`src/rtl/cache_mem_arbiter_if.sv`:
```
// Bus bundle between the L1 I-cache, L1 D-cache, the cache/memory arbiter and the memory port.
// slave: arbiter side; master: cache/memory environment side.
interface cache_mem_arbiter_if #(
  parameter int unsigned XLEN   = 32,
  parameter int unsigned CLSIZE = 256
) ();
  logic              i_strobe_i;
  logic [XLEN-1:0]   i_addr_i;
  logic              i_ready_o;
  logic [CLSIZE-1:0] i_data_o;
  logic              d_strobe_i;
  logic [XLEN-1:0]   d_addr_i;
  logic              d_rw_i;
  logic [CLSIZE-1:0] d_data_i;
  logic              d_ready_o;
  logic [CLSIZE-1:0] d_data_o;
  logic              m_strobe_o;
  logic [XLEN-1:0]   m_addr_o;
  logic              m_rw_o;
  logic [CLSIZE-1:0] m_data_o;
  logic              m_ready_i;
  logic [CLSIZE-1:0] m_data_i;

  modport slave (
    input  i_strobe_i, i_addr_i, d_strobe_i, d_addr_i, d_rw_i, d_data_i, m_ready_i, m_data_i,
    output i_ready_o, i_data_o, d_ready_o, d_data_o, m_strobe_o, m_addr_o, m_rw_o, m_data_o
  );

  modport master (
    output i_strobe_i, i_addr_i, d_strobe_i, d_addr_i, d_rw_i, d_data_i, m_ready_i, m_data_i,
    input  i_ready_o, i_data_o, d_ready_o, d_data_o, m_strobe_o, m_addr_o, m_rw_o, m_data_o
  );
endinterface

```
`src/rtl/cache_mem_arbiter.sv`:
```
// Serializes full-line I-cache refills and D-cache refills/write-backs onto one memory port.
// Define ARB_ROUND_ROBIN_EN for round-robin tie-break; otherwise the D-cache wins ties.
module cache_mem_arbiter #(
  parameter int unsigned XLEN   = 32,
  parameter int unsigned CLSIZE = 256
) (
  input logic                clk_i,
  input logic                rst_i,
  cache_mem_arbiter_if.slave bus
);
  localparam logic [1:0] StIdle   = 2'd0;
  localparam logic [1:0] StGrantI = 2'd1;
  localparam logic [1:0] StGrantD = 2'd2;
  localparam logic [1:0] StDone   = 2'd3;

  localparam logic GrantI = 1'b0;
  localparam logic GrantD = 1'b1;

  logic [1:0]        r_state, w_state_next;
  logic              r_last_grant, w_last_grant_next;
  logic              r_m_strobe, w_m_strobe_next;
  logic [XLEN-1:0]   r_m_addr, w_m_addr_next;
  logic              r_m_rw, w_m_rw_next;
  logic [CLSIZE-1:0] r_m_data, w_m_data_next;

  logic w_tie_to_d;
  logic w_grant_d;
  logic w_grant_i;

`ifdef ARB_ROUND_ROBIN_EN
  assign w_tie_to_d = (r_last_grant == GrantI);
`else
  assign w_tie_to_d = 1'b1;
  logic w_unused_last_grant;
  assign w_unused_last_grant = r_last_grant;
`endif

  assign w_grant_d = (r_state == StIdle) && bus.d_strobe_i && (!bus.i_strobe_i || w_tie_to_d);
  assign w_grant_i = (r_state == StIdle) && bus.i_strobe_i && !w_grant_d;

  always_comb begin
    w_state_next      = r_state;
    w_last_grant_next = r_last_grant;
    w_m_strobe_next   = r_m_strobe;
    w_m_addr_next     = r_m_addr;
    w_m_rw_next       = r_m_rw;
    w_m_data_next     = r_m_data;
    case (r_state)
      StIdle: begin
        if (w_grant_d) begin
          w_state_next    = StGrantD;
          w_m_strobe_next = 1'b1;
          w_m_addr_next   = bus.d_addr_i;
          w_m_rw_next     = bus.d_rw_i;
          w_m_data_next   = bus.d_data_i;
        end else if (w_grant_i) begin
          w_state_next    = StGrantI;
          w_m_strobe_next = 1'b1;
          w_m_addr_next   = bus.i_addr_i;
          w_m_rw_next     = 1'b0;
          w_m_data_next   = '0;
        end
      end
      StGrantI, StGrantD: begin
        if (bus.m_ready_i) begin
          w_state_next      = StDone;
          w_last_grant_next = (r_state == StGrantD) ? GrantD : GrantI;
          w_m_strobe_next   = 1'b0;
          w_m_addr_next     = '0;
          w_m_rw_next       = 1'b0;
          w_m_data_next     = '0;
        end
      end
      // One dead cycle lets the owner's registered strobe fall before re-arbitration.
      StDone:  w_state_next = StIdle;
      default: w_state_next = StIdle;
    endcase
  end

  always_ff @(posedge clk_i) begin
    if (rst_i) begin
      r_state      <= StIdle;
      r_last_grant <= GrantI;
      r_m_strobe   <= 1'b0;
      r_m_addr     <= '0;
      r_m_rw       <= 1'b0;
      r_m_data     <= '0;
    end else begin
      r_state      <= w_state_next;
      r_last_grant <= w_last_grant_next;
      r_m_strobe   <= w_m_strobe_next;
      r_m_addr     <= w_m_addr_next;
      r_m_rw       <= w_m_rw_next;
      r_m_data     <= w_m_data_next;
    end
  end

  // Ready is gated by reset so an aborted transaction never reports completion.
  assign bus.i_ready_o  = bus.m_ready_i && (r_state == StGrantI) && !rst_i;
  assign bus.d_ready_o  = bus.m_ready_i && (r_state == StGrantD) && !rst_i;
  assign bus.i_data_o   = bus.m_data_i;
  assign bus.d_data_o   = bus.m_data_i;
  assign bus.m_strobe_o = r_m_strobe;
  assign bus.m_addr_o   = r_m_addr;
  assign bus.m_rw_o     = r_m_rw;
  assign bus.m_data_o   = r_m_data;
endmodule

```
`src/flat_wrapper.sv`:
```
// flat-port wrapper written by rule: the top's interface ports become plain ports
module cache_mem_arbiter_flat 
#(
  parameter int unsigned XLEN   = 32,
  parameter int unsigned CLSIZE = 256
)
  (clk_i, rst_i, bus_i_strobe_i, bus_i_addr_i, bus_d_strobe_i, bus_d_addr_i, bus_d_rw_i, bus_d_data_i, bus_m_ready_i, bus_m_data_i, bus_i_ready_o, bus_i_data_o, bus_d_ready_o, bus_d_data_o, bus_m_strobe_o, bus_m_addr_o, bus_m_rw_o, bus_m_data_o);
  cache_mem_arbiter_if #(.XLEN(XLEN), .CLSIZE(CLSIZE)) bus_i ();
  input logic clk_i;
  input logic rst_i;
  input wire logic [$bits(bus_i.i_strobe_i)-1:0] bus_i_strobe_i;
  input wire logic [$bits(bus_i.i_addr_i)-1:0] bus_i_addr_i;
  input wire logic [$bits(bus_i.d_strobe_i)-1:0] bus_d_strobe_i;
  input wire logic [$bits(bus_i.d_addr_i)-1:0] bus_d_addr_i;
  input wire logic [$bits(bus_i.d_rw_i)-1:0] bus_d_rw_i;
  input wire logic [$bits(bus_i.d_data_i)-1:0] bus_d_data_i;
  input wire logic [$bits(bus_i.m_ready_i)-1:0] bus_m_ready_i;
  input wire logic [$bits(bus_i.m_data_i)-1:0] bus_m_data_i;
  output wire logic [$bits(bus_i.i_ready_o)-1:0] bus_i_ready_o;
  output wire logic [$bits(bus_i.i_data_o)-1:0] bus_i_data_o;
  output wire logic [$bits(bus_i.d_ready_o)-1:0] bus_d_ready_o;
  output wire logic [$bits(bus_i.d_data_o)-1:0] bus_d_data_o;
  output wire logic [$bits(bus_i.m_strobe_o)-1:0] bus_m_strobe_o;
  output wire logic [$bits(bus_i.m_addr_o)-1:0] bus_m_addr_o;
  output wire logic [$bits(bus_i.m_rw_o)-1:0] bus_m_rw_o;
  output wire logic [$bits(bus_i.m_data_o)-1:0] bus_m_data_o;
  assign bus_i.i_strobe_i = bus_i_strobe_i;
  assign bus_i.i_addr_i = bus_i_addr_i;
  assign bus_i.d_strobe_i = bus_d_strobe_i;
  assign bus_i.d_addr_i = bus_d_addr_i;
  assign bus_i.d_rw_i = bus_d_rw_i;
  assign bus_i.d_data_i = bus_d_data_i;
  assign bus_i.m_ready_i = bus_m_ready_i;
  assign bus_i.m_data_i = bus_m_data_i;
  assign bus_i_ready_o = bus_i.i_ready_o;
  assign bus_i_data_o = bus_i.i_data_o;
  assign bus_d_ready_o = bus_i.d_ready_o;
  assign bus_d_data_o = bus_i.d_data_o;
  assign bus_m_strobe_o = bus_i.m_strobe_o;
  assign bus_m_addr_o = bus_i.m_addr_o;
  assign bus_m_rw_o = bus_i.m_rw_o;
  assign bus_m_data_o = bus_i.m_data_o;
  cache_mem_arbiter #(.XLEN(XLEN), .CLSIZE(CLSIZE)) u_core (.clk_i(clk_i), .rst_i(rst_i), .bus(bus_i));
endmodule
```
`config.mk`:
```
export PLATFORM = sky130hd
export DESIGN_NAME = cache_mem_arbiter_flat
export DESIGN_NICKNAME = d
export VERILOG_FILES = /design/src/rtl/cache_mem_arbiter_if.sv /design/src/rtl/cache_mem_arbiter.sv /design/src/flat_wrapper.sv
export SDC_FILE = /design/constraint.sdc
export NUM_CORES = 1
export LEC_CHECK = 0
export BUFFER_PORTS_ARGS = -buffer_cell sky130_fd_sc_hd__buf_4
export CORE_AREA = 5 5 542 544
export DETAILED_ROUTE_END_ITERATION = 16
export DIE_AREA = 0 0 547 549
export SETUP_SLACK_MARGIN = 0.05
export SLEW_MARGIN = 10
export SYNTH_ARGS = -nofsm -noshare
export SYNTH_HDL_FRONTEND = slang
export SYNTH_SLANG_ARGS = --single-unit
```
`constraint.sdc`:
```
create_clock -name clk_i -period 2.75 [get_ports clk_i]
set_input_delay 0.1375 -clock clk_i [delete_from_list [all_inputs] [get_ports clk_i]]
set_output_delay 0.1375 -clock clk_i [all_outputs]
set_load 0.01 [all_outputs]
```
==> impl_metrics.env <==
export IMPL_hold_violations=0
export IMPL_worst_setup_path_end_kind="register"
export IMPL_area_growth_pct=76.3
export IMPL_grt_pass1_vias=12300
export IMPL_ir_drop_mv=0.492
export IMPL_dp_hpwl_um=139000
export IMPL_clock_path_buffers=3
export IMPL_h_tree_depth=2
export IMPL_path_cells="inv_1, ha_1, or3b_1, a31oi_4, buf_12, buf_12, a22o_1"
export IMPL_wirelength_um=156000
export IMPL_grt_setup_unrepaired="false"
export IMPL_postSynthCellCount=1220
export IMPL_max_freq_mhz=393
export IMPL_cp_slowest_cell="or3b_1"
export IMPL_cts_root_buf="clkbuf_16"
export IMPL_track_usage=0.0985
export IMPL_cts_tree="built"
export IMPL_min_path_type="in2reg"
export IMPL_place_congestion=0.879
export IMPL_period_needed_ns=2.54
export IMPL_yosys_warnings=0
export IMPL_synth_edff_count=0
export IMPL_firstDrtPassIters=5
export IMPL_drive_gt1_frac=0.421
export IMPL_yosysSeqAreaShare=0.446
export IMPL_dieWidth_um=547
export IMPL_vias=11800
export IMPL_drtIter0Drc=1072
export IMPL_grt_ovfl_total=0
export IMPL_finalSetupViolCount=0
export IMPL_finalCritPeriodShare=0.924
export IMPL_finalSetupTns_ns=0
export IMPL_ys_types=24
export IMPL_clock_skew_ns=0.0402
export IMPL_crit_path_frequent_cell="buf_12"
export IMPL_io_pins=1386
export IMPL_relSlewSlack=0.615
export IMPL_async_reset_ff_frac=0
export IMPL_core_area_um2=289000
export IMPL_cts_clk_slew_worst_paths_ns=0.06
export IMPL_path_max_fanout=49
export IMPL_grt_pass1_wl_um=182000
export IMPL_status="finished clean"
export IMPL_ys_flop_type="dfxtp_1"
export IMPL_clk_latency_ns=0.66
export IMPL_p_leak_nw=8.87
export IMPL_maxCapViolations=0
export IMPL_worst_endpoint_arrival_ns=3.08
export IMPL_cts_buffers=37
export IMPL_drv_slew=0
export IMPL_synth_top_area_share=0.446
export IMPL_r2r_slack_ns=0.21
export IMPL_crit_required_ns=3.29
export IMPL_dieArea_um2=300000
export IMPL_via_per_inst=2.15
export IMPL_ant_nets=0
export IMPL_synth_avg_cell_area_um2=10.8
export IMPL_cp_start_kind="register"
export IMPL_synth_area_top_cells="dfxtp_1 (45%), buf_4 (30%), a22o_1 (17%)"
export IMPL_port_buffer_count=617
export IMPL_clock_sinks=292
export IMPL_syn_num_nets=1807
export IMPL_place_ws_ns=0.269
export IMPL_routedWlPerCell_um=28.4
export IMPL_powerDensity_nw_per_um2=777
export IMPL_synth_top_area_cell="dfxtp_1"
export IMPL_dieHeight_um=549
export IMPL_ys_ff_latch=292
export IMPL_grt_max_degree=110
export IMPL_drc_errors=0
export IMPL_hold_ws_ns=0.108
export IMPL_rows=198
export IMPL_cpPeakStageDelay_ns=0.53
export IMPL_antenna_found_initial=85
export IMPL_initial_utilization=0.0454
export IMPL_netlist_area_um2=13100
export IMPL_fin_nets=2228
export IMPL_finalWorstSetupSlack_ns=0.208
export IMPL_worstMarginPinSlew_ns=0.577
export IMPL_worstSetupPathType="reg2reg"
cell type report:
type	instances	area [um^2]
diodes	20	50.0
clock buffers	54	1090
clock inverters	13	135
fillers	33300	266000
inverters	4	15.0
multi-input cells	344	3070
flip-flops and latches	292	5850
well taps	3800	4750
repair buffers	962	8170
synthesized netlist by cell type, drive strengths merged, types with 2 or more instances:
library cell and count:
buf 568, dfxtp 292, a22o 258, mux2i 32, o2bb2ai 32, clkbuf 12
ha 5, inv 4, nand2 3, and3b 2, nor3 2
per-stage QoR:
step | power, mW | instance area, um^2 | util | instances
after floorplan | 8.57 | 13100 | - | 1220
after global placement | 12.5 | 18600 | 0.0644 | 5078
after detailed placement | 12.6 | 18600 | 0.0644 | 5078
after CTS | 18.5 | 23100 | 0.0798 | 5469
after global routing | 19.0 | 23100 | 0.0799 | 5480
final | 18.0 | 23100 | 0.0800 | 5489
power breakdown:
part / switching, mW / total (mW) / internal [mW]
registers: 0.700 / 5.93 / 5.23
logic: 4.18 / 6.90 / 2.72
clock network: 2.25 / 5.13 / 2.88
routing by layer:
metal,vias up,global-route usage,routed length [um]
li1,4637,-,-
met1,5415,0.0739,40700
met2,1163,0.139,61800
met3,574,0.124,42800
met4,14,0.0575,10700
met5,-,0,74
worst max-delay path: cells and delay by family, from the launching register on:
| kind | cells | cell delay [ns] |
|---|---|---|
| buffers and inverters | 3 | 0.74 |
| AOI/OAI and AO/OA | 2 | 0.49 |
| and+or+nand+nor | 1 | 0.53 |
| adders and majority gates | 1 | 0.27 |
| DFF | 1 | 0.34 |
sequential cells by signal, indices dropped and copies added, names as in the netlist:
register	cells
u_core.bus.m_addr_o	32
u_core.bus.m_data_o	256
u_core.bus.m_rw_o	1
u_core.bus.m_strobe_o	1
u_core.r_state	2
cells in the final DEF (no fill, tap or decap), types with 2 or more instances in the layout:
| master | n |
|---|---|
| a22o_1 | 258 |
| clkinvlp_4 | 3 |
| clkbuf_1 | 8 |
| inv_6 | 2 |
| o2bb2ai_1 | 32 |
| clkbuf_8 | 8 |
| and3b_1 | 2 |
| buf_12 | 11 |
| clkinv_2 | 4 |
| diode_2 | 20 |
| buf_4 | 627 |
| inv_1 | 4 |
| dlygate4sd3_1 | 324 |
| clkbuf_16 | 38 |
| dfxtp_1 | 292 |
| ha_1 | 5 |
| nor3_1 | 2 |
| mux2i_1 | 32 |
final timing paths:
check,start,end,depth (start not counted)
worst max-delay path,u_core.r_state[0],u_core.bus.m_data_o[176],7
worst min-delay path,bus_m_ready_i,u_core.r_state[0],4
worst max register to register,u_core.r_state[0],u_core.bus.m_data_o[176],7
worst min register to register,u_core.bus.m_addr_o[16],u_core.bus.m_addr_o[16],1
repair_timing:
item,in CTS,in global routing
gates resized for setup,0,0
setup endpoints to repair,0,0
endpoints found under the hold margin,292,0
setup buffers,0,0
hold buffers,324,0
kinds of logic (layout without fill, tap and decap cells):
kind of cell | after synthesis | count (layout) | share of synthesized area
AOI/OAI and AO/OA | 295 | 295 | 0.197
other | 0 | 20 | 0
DFF | 292 | 292 | 0.446
buffers and inverters | 584 | 1033 | 0.323
adders and majority gates | 5 | 5 | 0.00477
and+or+nand+nor | 12 | 12 | 0.00544
muxes | 32 | 32 | 0.0244
No activity file was read; power rests on OpenSTA's default activity.
